File: config.mk
export PLATFORM = sky130hd
export DESIGN_NAME = mag_countdown_timer
export DESIGN_NICKNAME = d
export VERILOG_FILES = /design/src/rtl/mag_countdown_timer.sv
export SDC_FILE = /design/constraint.sdc
export NUM_CORES = 1
export LEC_CHECK = 0
export ABC_AREA = 1
export BUFFER_PORTS_ARGS = -buffer_cell sky130_fd_sc_hd__buf_2
export CORE_MARGIN = 2
export CORE_UTILIZATION = 50
export CTS_CLUSTER_DIAMETER = 150
export DETAILED_ROUTE_END_ITERATION = 8
export PLACE_DENSITY = 0.74
export SETUP_SLACK_MARGIN = 0.3
export SLEW_MARGIN = 10
export SYNTH_ARGS = -nofsm -noshare
export SYNTH_HDL_FRONTEND = slang
export SYNTH_SLANG_ARGS = --single-unit
File: constraint.sdc
create_clock -name clk -period 1.65 [get_ports clk]
set_input_delay 0.33 -clock clk [delete_from_list [all_inputs] [get_ports clk]]
set_output_delay 0.33 -clock clk [all_outputs]
set_load 0.1 [all_outputs]
File: src/rtl/mag_countdown_timer.sv
// -----------------------------------------------------------------------------
// mag_countdown_timer
//
// BCD minutes:seconds countdown timer for the microwave controller. Cook time
// is keyed in digit by digit. The timer counts down once per second while the
// magnetron is on. It drives timer_done, which the downstream control_mag
// stage uses to force its magnetron latch into reset.
//
// Build option:
//   MAG_TIMER_ADD30_EN - when defined, each add30 strobe adds 30 s with BCD
//                        carry, saturating at 99:59. When undefined, add30 is
//                        ignored.
//
// Parameters:
//   TICKS_PER_SEC - clock cycles per one-second decrement (minimum 2)
//
// Ports:
//   clk          in   system clock, rising edge
//   resetn       in   asynchronous active-low reset
//   clearn       in   synchronous active-low clear to 00:00
//   enable       in   magnetron-on status, the count enable
//   digit_valid  in   one-cycle strobe qualifying digit_in
//   digit_in     in   [3:0] keypad digit in BCD (values above 9 are ignored)
//   add30        in   one-cycle strobe: add 30 s
//   min_tens     out  [3:0] registered BCD minutes tens
//   min_ones     out  [3:0] registered BCD minutes ones
//   sec_tens     out  [3:0] registered BCD seconds tens
//   sec_ones     out  [3:0] registered BCD seconds ones
//   timer_done   out  registered, high while the time is 00:00
//
// Strobe semantics: digit_valid and add30 are sampled on every rising edge
// they are high. There is no ready/backpressure, so a strobe that loses to a
// higher-priority event on that edge is dropped, not held. The priority, from
// highest to lowest, is: clear, then the decrement tick, then add30, then
// digit entry.
//
// Phases are derived from the state rather than stored:
//   IDLE  = time is 00:00
//   ARMED = time is nonzero and enable is low
//   RUN   = time is nonzero and enable is high
// -----------------------------------------------------------------------------
module mag_countdown_timer #(
    parameter int TICKS_PER_SEC = 100
) (
    input  logic       clk,
    input  logic       resetn,
    input  logic       clearn,
    input  logic       enable,
    input  logic       digit_valid,
    input  logic [3:0] digit_in,
    input  logic       add30,
    output logic [3:0] min_tens,
    output logic [3:0] min_ones,
    output logic [3:0] sec_tens,
    output logic [3:0] sec_ones,
    output logic       timer_done
);

    localparam int PW = $clog2(TICKS_PER_SEC);
    localparam logic [PW-1:0] PRESC_LAST = PW'(TICKS_PER_SEC - 1);

    logic [PW-1:0] presc;
    logic [PW-1:0] presc_n;
    logic [3:0]    mt_n, mo_n, st_n, so_n;
    logic          time_zero;
    logic          run;
    logic          tick;
    logic          digit_ok;

    assign time_zero = (min_tens == 4'd0) && (min_ones == 4'd0) &&
                       (sec_tens == 4'd0) && (sec_ones == 4'd0);
    assign run       = enable && !time_zero;
    assign tick      = run && (presc == PRESC_LAST);
    assign digit_ok  = !enable && digit_valid && (digit_in <= 4'd9);

`ifdef MAG_TIMER_ADD30_EN
    // Add 30 s. Seconds above 59 are legal input, so the seconds-tens sum
    // can reach 12. Anything at or above 6 carries one minute.
    logic [4:0] st_sum;
    logic [4:0] mo_sum;
    logic [4:0] mt_sum;
    logic       sec_carry;
    logic       min_carry;
    logic [3:0] a30_mt, a30_mo, a30_st, a30_so;

    always_comb begin
        st_sum    = {1'b0, sec_tens} + 5'd3;
        sec_carry = (st_sum >= 5'd6);
        a30_st    = sec_carry ? 4'(st_sum - 5'd6) : st_sum[3:0];
        mo_sum    = {1'b0, min_ones} + {4'd0, sec_carry};
        min_carry = (mo_sum >= 5'd10);
        a30_mo    = min_carry ? 4'(mo_sum - 5'd10) : mo_sum[3:0];
        mt_sum    = {1'b0, min_tens} + {4'd0, min_carry};
        a30_mt    = mt_sum[3:0];
        a30_so    = sec_ones;
        if (mt_sum >= 5'd10) begin
            // Past 99 minutes: saturate at 99:59.
            a30_mt = 4'd9;
            a30_mo = 4'd9;
            a30_st = 4'd5;
            a30_so = 4'd9;
        end
    end
`else
    logic add30_unused;
    assign add30_unused = add30;
`endif

    always_comb begin
        mt_n    = min_tens;
        mo_n    = min_ones;
        st_n    = sec_tens;
        so_n    = sec_ones;
        presc_n = presc;
        if (!clearn) begin
            mt_n    = 4'd0;
            mo_n    = 4'd0;
            st_n    = 4'd0;
            so_n    = 4'd0;
            presc_n = '0;
        end else begin
            // The prescaler only runs in RUN. Leaving RUN discards any
            // partial second.
            if (!run) begin
                presc_n = '0;
            end else if (tick) begin
                presc_n = '0;
            end else begin
                presc_n = presc + 1'b1;
            end

            if (tick) begin
                if (sec_ones != 4'd0) begin
                    so_n = sec_ones - 4'd1;
                end else if (sec_tens != 4'd0) begin
                    st_n = sec_tens - 4'd1;
                    so_n = 4'd9;
                end else begin
                    st_n = 4'd5;
                    so_n = 4'd9;
                    if (min_ones != 4'd0) begin
                        mo_n = min_ones - 4'd1;
                    end else begin
                        // In RUN the time is nonzero, so min_tens > 0 here.
                        mo_n = 4'd9;
                        mt_n = min_tens - 4'd1;
                    end
                end
            end
`ifdef MAG_TIMER_ADD30_EN
            else if (add30) begin
                mt_n = a30_mt;
                mo_n = a30_mo;
                st_n = a30_st;
                so_n = a30_so;
            end
`endif
            else if (digit_ok) begin
                mt_n = min_ones;
                mo_n = sec_tens;
                st_n = sec_ones;
                so_n = digit_in;
            end
        end
    end

    always_ff @(posedge clk or negedge resetn) begin
        if (!resetn) begin
            min_tens   <= 4'd0;
            min_ones   <= 4'd0;
            sec_tens   <= 4'd0;
            sec_ones   <= 4'd0;
            presc      <= '0;
            timer_done <= 1'b1;
        end else begin
            min_tens   <= mt_n;
            min_ones   <= mo_n;
            sec_tens   <= st_n;
            sec_ones   <= so_n;
            presc      <= presc_n;
            // Derived from next-state time so done tracks the digits on the
            // same edge.
            timer_done <= ({mt_n, mo_n, st_n, so_n} == 16'h0000);
        end
    end

endmodule

==> flow_summary.yaml, run 1 <==
die:
  rows: 21
  die_y_um: 64.5
  die_w_um: 64.5
  start_util: 0.536
  io_pins: 27
yosys:
  yosysSeqAreaShare: 0.329
  synth_area_per_cell_um2: 6.59
  synth_warnings: 0
  synth_ff_type: "dfrtp_1"
  synthDistinctLibCells: 29
  synth_edf_count: 0
  synth_cells: 278
  synth-seq-cells: 24
  synth_nets: 294
  syn_area_mm2: 0.00183
  synthArstFlopShare: 1.00
timing:
  worstEndpointType: "sequential cell input"
  worstEndpointGrtRepair: "timer_done$_DFF_PN1_/D"
global_route:
  antenna_found_initial: 0
  grt_max_degree: 29
clock_tree:
  cts_sinks: 24
  cts_buffer_depth: 2
  h-tree-depth: 1
  cts-root-buf: "clkbuf_4"
  cts_made_buffers: 3
placed_design:
  place.gp.congestion: 0.871
  hpwl_um: 3960
  port_buffers: 25
  dp_slack_ns: -0.236
  dp_cells: 409
outcome:
  error_line: "[ERROR DPL-0033] detailed placement checks failed during check placement."
  lastStage: "global routing"
  status: "aborted with a tool error"
==> kinds of logic after synthesis <==
family,share of synthesized area
AOI/OAI and AO/OA,0.0608
xor gates and xnor gates,0.0191
adders and majority gates,0.0410
buffers and inverters,0.118
DFF,0.329
and+or+nand+nor,0.432
==> through the flow <==
step                area (um^2)  hold WS [ns]  setup TNS [ns]
CTS                        3160         0.482           -2.34
detailed placement         2630         0.350           -2.73
global placement           2630         0.346           -2.28
floorplan                  1960        0.0344           -1.98
==> Yosys cell counts (3+ instances only) <==
master	count	area, um^2
nand2_1	82	308
inv_1	43	161
nand3_1	39	195
dfrtp_1	23	576
nor2_1	23	86.3
o21ai_0	13	65.1
nand4_1	9	56.3
ha_1	6	75.1
a21oi_1	4	20.0
inv_2	3	11.3
nor2_2	3	18.8
nor2_4	3	33.8
xor2_1	3	26.3
==> repair_timing <==
action,4_1_cts
setup buffers,8
hold buffers,1
resized for setup,101
gates cloned,3
setup endpoints to repair,41
pin swaps,9
hold endpoints to repair,23
==> run 2, diff against run 1 <==
- CORE_UTILIZATION: 50 -> 35
- CTS_CLUSTER_DIAMETER: 150 -> unset
- PLACE_DENSITY: 0.74 -> unset
- PLACE_DENSITY_LB_ADDON: unset -> 0.15
- SETUP_SLACK_MARGIN: 0.3 -> unset
- clock period: 1.65 -> 2.1 ns (I/O delays scaled with it)
==> flow_summary.yaml, run 2 <==
outcome:
  status: "completed"
die:
  start_util: 0.361
  core-area_mm2: 0.00507
  die_w_um: 76.3
  die_y_um: 76.3
  rows: 26
  io_pins: 27
  die_area_mm2: 0.00583
placed_design:
  dp_cells: 400
  place.gp.congestion: 0.887
  place_area_mm2: 0.00229
  hpwl_um: 3680
  dp_slack_ns: 0.0460
  port_buffers: 25
yosys:
  synthArstFlopShare: 1.00
  syn_area_mm2: 0.00183
  synth_edf_count: 0
  synth_warnings: 0
  yosysSeqAreaShare: 0.329
  synth_cells: 278
  synth.top_cells.by_count: "nand2_1, inv_1, nand3_1"
  synth_nets: 294
  synth_area_per_cell_um2: 6.59
  yosysTopAreaCell: "dfrtp_1"
  synth-seq-cells: 24
  synth_most_common_cell: "nand2_1"
  synth_ff_type: "dfrtp_1"
  synth_top_area_frac: 0.314
  synth.area.top_cells: "dfrtp_1, nand2_1, nand3_1"
  synthDistinctLibCells: 29
drt:
  viasPerCell: 4.76
  vias: 1932
  routedWlPerCell_um: 12.5
  finalWirelength_um: 5060
  drt-initial-drc-count: 155
  ant_nets: 0
  first_pass_iters: 4
  drc: 0
timing:
  setup_viol: 0
  worst_slew_pin_slew_ns: 0.590
  clock_skew_ns: 0.00577
  tns_ns: 0
  fin_ws_ns: 0.140
  min_period_over_period: 0.933
  hold_violations: 0
  slew_violations: 0
  period_needed_ns: 1.96
  slew_headroom: 0.607
  fmax_ghz: 0.510
clock_tree:
  cts-root-buf: "clkbuf_8"
  cts_tree: "done"
  cts_made_buffers: 3
  clkTransAtPathRegs_ns: 0.10
  clkLatencyLatePin_ns: 0.28
  holdBufCountCts: 0
  cts_buffer_depth: 2
  h-tree-depth: 1
  cts_sinks: 24
power:
  swShare: 0.387
  p_int_uw: 940
  power.density_mw_per_mm2: 627
  p_switching_uw: 593
  fin_total_pwr_mw: 1.53
  p_comb_frac: 0.389
  pwr-share-clk: 0.280
  p_leak_nw: 1.43
  pwr-share-seq: 0.330
  ir_worst_vdd_mv: 0.267
critical_path:
  reg2regPathDepth: 12
  path_class: "flop to flop"
  rrSetupSlack_ns: 0.14
  cp.required_ns: 2.32
  r2r-end: "timer_done"
  crit_arrival_ns: 2.17
  regToRegStartpoint: "min_ones[1]"
  crit_path_start_kind: "flop"
  critPathCaptureType: "flop"
  worstPathMaxFanout: 9
cells_and_area:
  drive_gt1_frac: 0.304
  fin_cells: 406
  final_common_cell: "nand2_1"
  final_cell_mix: "nand2_1, inv_1, nand3_1"
  largest_reg_flops: 7
  n_antenna_cell: 0
  area_growth_pct: 33.5
  final_nets: 353
  largest-register: "presc"
  final_area_mm2: 0.00244
global_route:
  grt_pass1_vias: 1787
  grtUsageTotal: 0.173
  grt_max_degree: 25
  antenna_found_initial: 0
  grt_overflow_total: 0
  grt_pass1_wl_um: 8270
run:
  max-cap-violations: 0
hold_path:
  min_path_type: "primary input to asynchronous set/reset pin"
-- run 2: cell counts after synthesis --
Identical to the previous run, type by type.
-- run 2: layout make-up --
cell class,instances,area (um^2)
Sequential cell,24,622
Fill cell,551,2630
Timing Repair Buffer,60,408
Multi-Input combinational cell,202,1080
Clock inverter,1,30.0
Clock buffer,3,41.3
Inverter,46,173
Tap cell,70,87.6
-- run 2: power groups by stage --
stage          logic, mW  clock network [mW]  registers [mW]
2_1_floorplan      0.256                   0           0.657
3_3_place_gp       0.558                   0           0.515
3_5_place_dp       0.561                   0           0.516
4_1_cts            0.563               0.443           0.506
5_1_grt            0.657               0.460           0.510
6_report           0.597               0.430           0.506
-- run 2: cells by family after synthesis --
| kind of cell | count (synthesis) | synth area share |
|---|---|---|
| XOR/XNOR | 4 | 0.0191 |
| AO/OA/AOI/OAI | 21 | 0.0608 |
| AND/OR/NAND/NOR | 170 | 0.432 |
| adder cells (fa/ha/maj) | 6 | 0.0410 |
| buffers and inverters | 53 | 0.118 |
| flip-flops | 24 | 0.329 |
-- run 2: what timing repair did --
action / CTS / global route
setup endpoints to repair: 0 / 6
gates resized for setup: 0 / 15
buffers inserted: 0 / 1
-- run 2: how the worst max path moves through the flow --
| stage | startpoint | endpoint | slack [ns] | depth (start not counted) |
|---|---|---|---|---|
| after detailed placement | sec_tens[0] | timer_done | 0.05 | 12 |
| after CTS | sec_tens[0] | timer_done | 0.02 | 12 |
| final | min_ones[1] | timer_done | 0.14 | 12 |
| after global placement | sec_tens[0] | timer_done | 0.03 | 12 |
| after global routing | min_ones[1] | timer_done | -0.02 | 12 |
| after floorplan | sec_tens[1] | timer_done | 0.004 | 12 |
-- run 2: through the flow --
stage	util	hold slack, ns
CTS	0.465	0.154
floorplan	-	0.124
global placement	0.451	0.452
global route	0.482	0.171
detailed placement	0.451	0.460
finish	0.482	0.132
-- run 2: layer usage --
metal | wire (um) | vias to the layer above | global-route usage | part of all wire
met1 | 2350 | 882 | 0.232 | 0.46
met2 | 2480 | 45 | 0.293 | 0.49
li1 | - | 999 | - | -
met5 | 0 | - | 0 | 0
met3 | 172 | 6 | 0.0213 | 0.034
met4 | 60 | 0 | 0.0491 | 0.012
-- run 2: critical path: stages, from the launching register on --
cell and delay [ns]:
dfrtp_2 0.41, inv_1 0.09, ha_1 0.20, nand3_2 0.16
nor2_2 0.22, nand2_4 0.10, nand3_4 0.14, nand2_1 0.08
nand3_1 0.12, nand2_1 0.07, nor2_1 0.11, nand2_1 0.09
nor2_2 0.11
(Power assumes the default switching activity.)
